### config.mk
export PLATFORM = sky130hd
export DESIGN_NAME = mcycle_arbiter
export DESIGN_NICKNAME = d
export VERILOG_FILES = /design/src/rtl/mcycle_arbiter.sv
export SDC_FILE = /design/constraint.sdc
export NUM_CORES = 1
export LEC_CHECK = 0
export CAP_MARGIN = 10
export CELL_PAD_IN_SITES_DETAIL_PLACEMENT = 0
export CELL_PAD_IN_SITES_GLOBAL_PLACEMENT = 1
export CORE_MARGIN = 1
export CORE_UTILIZATION = 30
export CTS_CLUSTER_DIAMETER = 150
export DETAILED_ROUTE_END_ITERATION = 8
export PLACE_DENSITY = 0.93
export SLEW_MARGIN = 30
export SYNTH_ARGS = -nofsm -noshare
export SYNTH_HDL_FRONTEND = slang
export SYNTH_SLANG_ARGS = --single-unit
### constraint.sdc
create_clock -name CLK -period 7 [get_ports CLK]
set_clock_uncertainty 0.2 [all_clocks]
set_input_delay 1.4 -clock CLK [delete_from_list [all_inputs] [get_ports CLK]]
set_output_delay 1.4 -clock CLK [all_outputs]
set_load 0.02 [all_outputs]
### src/rtl/mcycle_arbiter.sv
// mcycle_arbiter: shares one multi-cycle multiply/divide unit between two
// requesters with round-robin arbitration. Operands/op are latched on grant,
// Start is pulsed once, results are captured when the unit drops Busy and
// handed back to the owner with a one-cycle Ack.
// Optional result reuse: define MCYCLE_REUSE_EN to skip the unit when a
// granted request repeats the last computed op/operands.
//
// state | meaning
// IDLE  | no owner; arbitrate between Req0/Req1
// ISSUE | Start pulse to the unit with the latched op/operands
// WAIT  | unit running; capture results once UnitBusy is low
// RESP  | Ack to the owner, results valid
module mcycle_arbiter #(
  parameter int width = 32
) (
  input  logic             CLK,
  input  logic             Reset,
  input  logic             Req0_i,
  input  logic             Req1_i,
  input  logic             Op0_i,
  input  logic             Op1_i,
  input  logic [width-1:0] A0_i,
  input  logic [width-1:0] B0_i,
  input  logic [width-1:0] A1_i,
  input  logic [width-1:0] B1_i,
  output logic             Ack0_o,
  output logic             Ack1_o,
  output logic [width-1:0] Result1_o,
  output logic [width-1:0] Result2_o,
  output logic             Grant_o,
  output logic             ArbBusy_o,
  output logic             Start_o,
  output logic             MCycleOp_o,
  output logic [width-1:0] Operand1_o,
  output logic [width-1:0] Operand2_o,
  input  logic             UnitBusy_i,
  input  logic [width-1:0] UnitResult1_i,
  input  logic [width-1:0] UnitResult2_i
);

  typedef enum logic [1:0] {IDLE, ISSUE, WAIT, RESP} state_e;

  state_e           state_q, state_d;
  logic             grant_q, grant_d;
  logic             prio_q, prio_d;
  logic             start_q, start_d;
  logic             ack0_q, ack0_d;
  logic             ack1_q, ack1_d;
  logic             op_q, op_d;
  logic [width-1:0] opa_q, opa_d;
  logic [width-1:0] opb_q, opb_d;
  logic [width-1:0] res1_q, res1_d;
  logic [width-1:0] res2_q, res2_d;

  logic             any_req;
  logic             winner;
  logic             win_op;
  logic [width-1:0] win_a, win_b;

  logic             reuse_hit;
  logic [width-1:0] reuse_r1, reuse_r2;

  // Round-robin pick: a lone requester wins, otherwise the pointer decides
  always_comb begin
    any_req = Req0_i | Req1_i;
    if (Req0_i && Req1_i) winner = prio_q;
    else                  winner = Req1_i;
    win_op = winner ? Op1_i : Op0_i;
    win_a  = winner ? A1_i  : A0_i;
    win_b  = winner ? B1_i  : B0_i;
  end

`ifdef MCYCLE_REUSE_EN
  logic             rv_q;
  logic             rop_q;
  logic [width-1:0] ra_q, rb_q, rr1_q, rr2_q;

  // Remember the last computation so an identical request can bypass the unit
  always_ff @(posedge CLK or posedge Reset) begin
    if (Reset) begin
      rv_q  <= 1'b0;
      rop_q <= 1'b0;
      ra_q  <= '0;
      rb_q  <= '0;
      rr1_q <= '0;
      rr2_q <= '0;
    end else if (state_q == WAIT && !UnitBusy_i) begin
      rv_q  <= 1'b1;
      rop_q <= op_q;
      ra_q  <= opa_q;
      rb_q  <= opb_q;
      rr1_q <= UnitResult1_i;
      rr2_q <= UnitResult2_i;
    end
  end

  assign reuse_hit = rv_q && (rop_q == win_op) && (ra_q == win_a) && (rb_q == win_b);
  assign reuse_r1  = rr1_q;
  assign reuse_r2  = rr2_q;
`else
  assign reuse_hit = 1'b0;
  assign reuse_r1  = '0;
  assign reuse_r2  = '0;
`endif

  // State register
  always_ff @(posedge CLK or posedge Reset) begin
    if (Reset) state_q <= IDLE;
    else       state_q <= state_d;
  end

  // Next state; UnitBusy is only looked at in WAIT since it may rise with Start
  always_comb begin
    state_d = state_q;
    case (state_q)
      IDLE:    if (any_req) state_d = reuse_hit ? RESP : ISSUE;
      ISSUE:   state_d = WAIT;
      WAIT:    if (!UnitBusy_i) state_d = RESP;
      RESP:    state_d = IDLE;
      default: state_d = IDLE;
    endcase
  end

  // Next values of the registered outputs, grant pointer and latched operands
  always_comb begin
    grant_d = grant_q;
    prio_d  = prio_q;
    start_d = 1'b0;
    ack0_d  = 1'b0;
    ack1_d  = 1'b0;
    op_d    = op_q;
    opa_d   = opa_q;
    opb_d   = opb_q;
    res1_d  = res1_q;
    res2_d  = res2_q;
    case (state_q)
      IDLE: begin
        if (any_req) begin
          grant_d = winner;
          prio_d  = ~winner;
          if (reuse_hit) begin
            res1_d = reuse_r1;
            res2_d = reuse_r2;
            ack0_d = ~winner;
            ack1_d = winner;
          end else begin
            start_d = 1'b1;
            op_d    = win_op;
            opa_d   = win_a;
            opb_d   = win_b;
          end
        end
      end
      WAIT: begin
        if (!UnitBusy_i) begin
          res1_d = UnitResult1_i;
          res2_d = UnitResult2_i;
          ack0_d = ~grant_q;
          ack1_d = grant_q;
        end
      end
      default: ;
    endcase
  end

  // Output and bookkeeping registers
  always_ff @(posedge CLK or posedge Reset) begin
    if (Reset) begin
      grant_q <= 1'b0;
      prio_q  <= 1'b0;
      start_q <= 1'b0;
      ack0_q  <= 1'b0;
      ack1_q  <= 1'b0;
      op_q    <= 1'b0;
      opa_q   <= '0;
      opb_q   <= '0;
      res1_q  <= '0;
      res2_q  <= '0;
    end else begin
      grant_q <= grant_d;
      prio_q  <= prio_d;
      start_q <= start_d;
      ack0_q  <= ack0_d;
      ack1_q  <= ack1_d;
      op_q    <= op_d;
      opa_q   <= opa_d;
      opb_q   <= opb_d;
      res1_q  <= res1_d;
      res2_q  <= res2_d;
    end
  end

  assign ArbBusy_o  = (state_q != IDLE);
  assign Grant_o    = grant_q;
  assign Start_o    = start_q;
  assign Ack0_o     = ack0_q;
  assign Ack1_o     = ack1_q;
  assign MCycleOp_o = op_q;
  assign Operand1_o = opa_q;
  assign Operand2_o = opb_q;
  assign Result1_o  = res1_q;
  assign Result2_o  = res2_q;

endmodule

==> results of run 1 <==
==> layout make-up <==
cell class	count	area [um^2]
inverters	6	30.0
repair buffers	338	3360
fillers	1713	9060
flip-flops and latches	136	3400
multi-input cells	339	2160
clock buffers	17	425
clock inverters	14	189
well taps	260	325
==> through the flow <==
stage | worst slack (ns) | hold slack (ns) | area [um^2] | power, uW
CTS | 3.39 | 0.300 | 9890 | 4630
detailed placement | 2.93 | 0.287 | 9280 | 3670
global route | 3.19 | 0.315 | 9890 | 4830
finish | 3.36 | 0.296 | 9890 | 4560
global placement | 3.00 | 0.270 | 9280 | 3620
floorplan | 1.76 | 0.260 | 5880 | 2620
==> routing by layer <==
metal  vias up  global-route usage (%)
met5         -                       0
met4         0                    7.30
met3        27                    5.75
li1       2521                       -
met2       242                    30.6
met1      2499                    22.0
==> worst min path at each step <==
stage	start	endpoint	cells after the start
2_1_floorplan	state_q[0]	state_q[0]	1
3_3_place_gp	state_q[0]	state_q[0]	1
3_5_place_dp	state_q[0]	state_q[0]	1
4_1_cts	state_q[0]	state_q[0]	1
5_1_grt	state_q[0]	state_q[0]	1
6_report	state_q[0]	state_q[0]	1
==> worst register-to-register path, cell delays in order (launching register included) <==
cell	delay (ns)
dfrtp_1	0.38
inv_1	0.08
ha_1	0.28
o21a_4	0.62
buf_4	0.66
nor2_1	0.11
a31oi_1	0.17
==> cells by family after synthesis <==
logic type / Yosys count
simple gates: 136
fa+ha+maj: 2
compound gates: 136
mux: 65
buf+inv: 57
flops: 136
==> state kept, by name, summed over array words and instances (netlist names), 2 cells and up <==
name / flops
Operand1_o: 32
Operand2_o: 32
Result1_o: 32
Result2_o: 32
state_q: 2
==> cells in the mapped netlist <==
cell,number
a21oi_1,1
a22oi_1,1
a31oi_1,66
and2_1,2
and2b_1,1
buf_2,26
buf_4,6
buf_6,9
clkbuf_1,7
clkbuf_2,3
dfrtp_1,136
ha_1,2
inv_1,6
mux2_2,65
nand2b_1,1
nand3_1,65
nor2_1,66
nor2b_1,1
o21a_1,1
o21ai_0,48
o21ai_1,17
o22a_1,1
o32ai_1,1
==> power breakdown <==
group	total (uW)	switching, uW	internal (uW)
clock network	935	366	569
logic	2240	1130	1110
registers	1390	205	1190
total	4560	1700	2870
==> metrics.csv, run 1 <==
metric;value;unit
status;finished, final reports clean;
highest metal used;met4;
CP max stage cell;o21a_4;
max-slew violations;0;
DRT Wirelength;18.5;mm
CTS tree;done;
# placed instances;1079;
compound-cell area share of the yosys netlist;13.2;%
wire length on met1;7.66;mm
R2R Setup Slk;4.42;ns
Max-Cap Viols;0;
worst vdd ir;157;uV
post-cts resize count;0;
final worst path period share;52.1;%
PortBufs;332;
fin cells;1110;
Ys Warns;0;
CP Data Arrival Time;3.77;ns
worst slew pin tran;0.835;ns
vias in the first global route;5174;
Worst Setup SP;Req1_i;
cell family with the largest share of critical-path delay;buffers and inverters;
GP Congestion;0.758;
die height;142;um
crit path capture type;flip-flop;
Worst slew margin;44.3;%
Pre-Repair DR Iteration Count;5;
commonest non-fill, non-tap cell in the layout;clkdlybuf4s50_1;
minimum clock period;3.64;ns
crit path capture;Operand1_o[21];
PwrDens;461;nW/um^2
fin util;52.2;%
worst r2r src;state_q[0];
Cells after Synth;532;
via count;5289;
Rows;50;
# nets final;1039;
syn nets;733;
DR WL met2;8.99;mm
Simple-Gate Fraction of Synth Area;10.3;%
max frequency;274;MHz
Core ar.;19000;um^2
routed length per instance;16.7;um
adder-cell share of the synthesized area;0.425;%
dpl hpwl;13.0;mm
Post-Synth XOR/XNOR Area;0;%
synth top area cells;dfrtp_1 (58%), mux2_2 (12%), a31oi_1 (7.0%), nand3_1 (5.5%), nor2_1 (4.2%);
worst-path fanout max;69;
CP Launch Type;input port;
syn_area_per_cell;11.1;um^2
worst-skew pair later-pin latency;0.40;ns
# clock sinks;136;
Worst path depth;6;
mux cell area share after synthesis;12.4;%
All-Layer GR Usage;18.4;%
RSZ-0062 raised after global routing;no;
residual antenna-violating net count after detailed routing;0;
Hold Buf Count CTS;0;
Num CTS Buffers;17;
P&R area growth vs syn;68.2;%
die span in x;142;um
antenna cell count;0;
Remaining DRCs;0;
setup violators final;0;
Hold Crit Class;flip-flop to flip-flop;
number of library cell types mapped by synthesis;23;
DRT iter0 DRCs;236;
Synth Register Bits;136;
initial core utilization;31.0;%
first-pass GRT wire length;28.2;mm
met3 WL;1.46;mm
initial antenna violation count;0;
Critical Path RT;7.13;ns
Clock transition at path regs;0.06;ns
largest family of logic cells by synthesized area;compound AO/OA/AOI/OAI gates;
clock root cell;clkbuf_16;
IO Count;333;
clk buf depth;2;
setup bufs post-CTS;0;
gr ovfl total;0;
CP Class;input port to flip-flop;
post-synth top area share;57.9;%
most frequent cells in the layout;clkdlybuf4s50_1 (331), dfrtp_1 (136), nor2_1 (66), a31oi_1 (66);
cells along the critical path;buf_2 -> buf_4 -> o21a_4 -> buf_4 -> nor2_1 -> a31oi_1;
Most common cell on crit path;buf_4;
setup TNS;0;ns
post-DR vias/cell;4.76;
Mapped Area;5880;um^2
post-synthesis sequential area ratio;57.9;%
leakage;0.00388;uW
final hold vios;0;
reg2reg path depth;6;
full die area;20200;um^2
Critical Path Max Stage Delay;0.70;ns
largest area contributor in the netlist;dfrtp_1;
CTS H-tree depth;4;
r2r endpoint;Operand1_o[21];
largest net degree at the start of global routing;81;
crit path buf inv count;3;
share of cells above drive strength 1;12.8;%
Power figures use the tool's default switching activity.
==> run 2, diff against run 1 <==
Settings changed: CORE_UTILIZATION 30 to 25, PLACE_DENSITY 0.93 to 0.84.
Clock period 7 ns to 3.1 ns, I/O delays scaled along.
==> run 2 against run 1 <==
Against the previous run: register-to-register slack got worse by 3.4 ns; clock power increased by 110%; cell area increased by 1.9%; largest power group unchanged.
==> metrics.csv, run 2 (synthesis results as in run 1) <==
metric;value;unit
status;finished, final reports clean;
final hold vios;0;
CP max stage cell;clkdlybuf4s50_1;
post-cts resize count;0;
cell family with the largest share of critical-path delay;buffers and inverters;
initial core utilization;25.7;%
full die area;24100;um^2
# clock sinks;136;
Worst Setup SP;state_q[0];
worst-path fanout max;6;
Remaining DRCs;0;
minimum clock period;2.69;ns
r2r endpoint;Result1_o[13];
Place WS;0.606;ns
CP Class;flip-flop to output port;
reg2reg path depth;5;
crit path capture type;output port;
post-DR vias/cell;4.55;
DRT Wirelength;19.7;mm
vias in the first global route;5440;
share of cells above drive strength 1;14.0;%
die span in x;155;um
clk buf depth;2;
DRT iter0 DRCs;201;
Hold Buf Count CTS;0;
gr ovfl total;0;
CTS tree;done;
Critical Path Max Stage Delay;0.65;ns
R2R Setup Slk;1.04;ns
final worst slack;0.413;ns
Clock transition at path regs;0.06;ns
Tot Pwr;10300;uW
residual antenna-violating net count after detailed routing;0;
Max-Cap Viols;0;
worst r2r src;state_q[0];
P&R area growth vs syn;71.4;%
# nets final;1051;
CP Data Arrival Time;1.87;ns
worst vdd ir;421;uV
Rows;55;
die height;155;um
fin util;44.1;%
routed length per instance;16.7;um
Hold Crit Class;flip-flop to flip-flop;
via count;5352;
setup TNS;0;ns
setup bufs post-CTS;0;
final worst path period share;86.7;%
most frequent cells in the layout;clkdlybuf4s50_1 (331), dfrtp_1 (136), nor2_1 (66), a31oi_1 (66);
initial antenna violation count;2;
dpl hpwl;14.3;mm
commonest non-fill, non-tap cell in the layout;clkdlybuf4s50_1;
worst slew pin tran;0.550;ns
IO Count;333;
post-route cell area;10100;um^2
placed inst area;9520;um^2
crit path capture;ArbBusy_o;
Worst path depth;4;
largest net degree at the start of global routing;63;
first-pass GRT wire length;29.8;mm
Most common cell on crit path;inv_1;
RSZ-0062 raised after global routing;no;
Num CTS Buffers;17;
max frequency;372;MHz
setup violators final;0;
crit path buf inv count;3;
cells along the critical path;inv_1 -> ha_1 -> inv_1 -> clkdlybuf4s50_1;
worst-skew pair later-pin latency;0.41;ns
Worst slew margin;63.3;%
leakage;0.00394;uW
CP Launch Type;flip-flop;
max-slew violations;0;
GP Congestion;0.742;
clock root cell;clkbuf_16;
PortBufs;332;
PwrDens;1020;nW/um^2
All-Layer GR Usage;16.0;%
CTS H-tree depth;4;
Critical Path RT;2.28;ns
Core ar.;22800;um^2
Pre-Repair DR Iteration Count;6;
==> run 2: changes by cell type in the layout (fill, tap and decap cells not counted), sizes merged <==
| cell | before | now |
|---|---|---|
| buf | 7 | 19 |
| bufinv | 3 | 0 |
| clkinvlp | 2 | 4 |
| clkbuf | 17 | 18 |
| diode | 0 | 1 |
| inv | 12 | 13 |
==> run 2: power breakdown <==
part	total [uW]	internal [uW]	leakage [uW]	switching, uW
registers	3150	2680	0.00157	469
clock network	1950	1060	0.000267	887
logic	5180	2610	0.00210	2570
==> run 2: layout make-up <==
cell class	instances	area (um^2)
multi-input combinational	339	2160
fill	2226	12800
sequential	136	3400
antenna	1	2.50
timing repair buffer	350	3540
inverter	6	26.3
clock inverter	14	131
tap	313	392
clock buffer	18	429
==> run 2: per-layer routing <==
layer | vias to the layer above | part of all wire [%] | wire, um | GRT usage, %
met5 | - | 0.041 | 8 | 0
met4 | 2 | 0.99 | 195 | 4.48
met3 | 14 | 8.3 | 1630 | 5.60
met2 | 219 | 49 | 9740 | 27.8
met1 | 2567 | 41 | 8120 | 18.7
li1 | 2550 | - | - | -
==> run 2: how the worst min path moves through the flow <==
stage,start,end,cells past startpoint
6_report,Result2_o[24],Result2_o[24],1
5_1_grt,Result1_o[27],Result1_o[27],1
4_1_cts,state_q[0],state_q[0],1
3_5_place_dp,state_q[0],state_q[0],1
3_3_place_gp,state_q[0],state_q[0],1
2_1_floorplan,state_q[0],state_q[0],1
==> run 2: per-stage QoR <==
stage          hold WS (ns)  instances
6_report              0.305       1177
5_1_grt               0.322       1177
4_1_cts               0.307       1176
3_5_place_dp          0.284       1144
3_3_place_gp          0.278       1144
2_1_floorplan         0.260        532
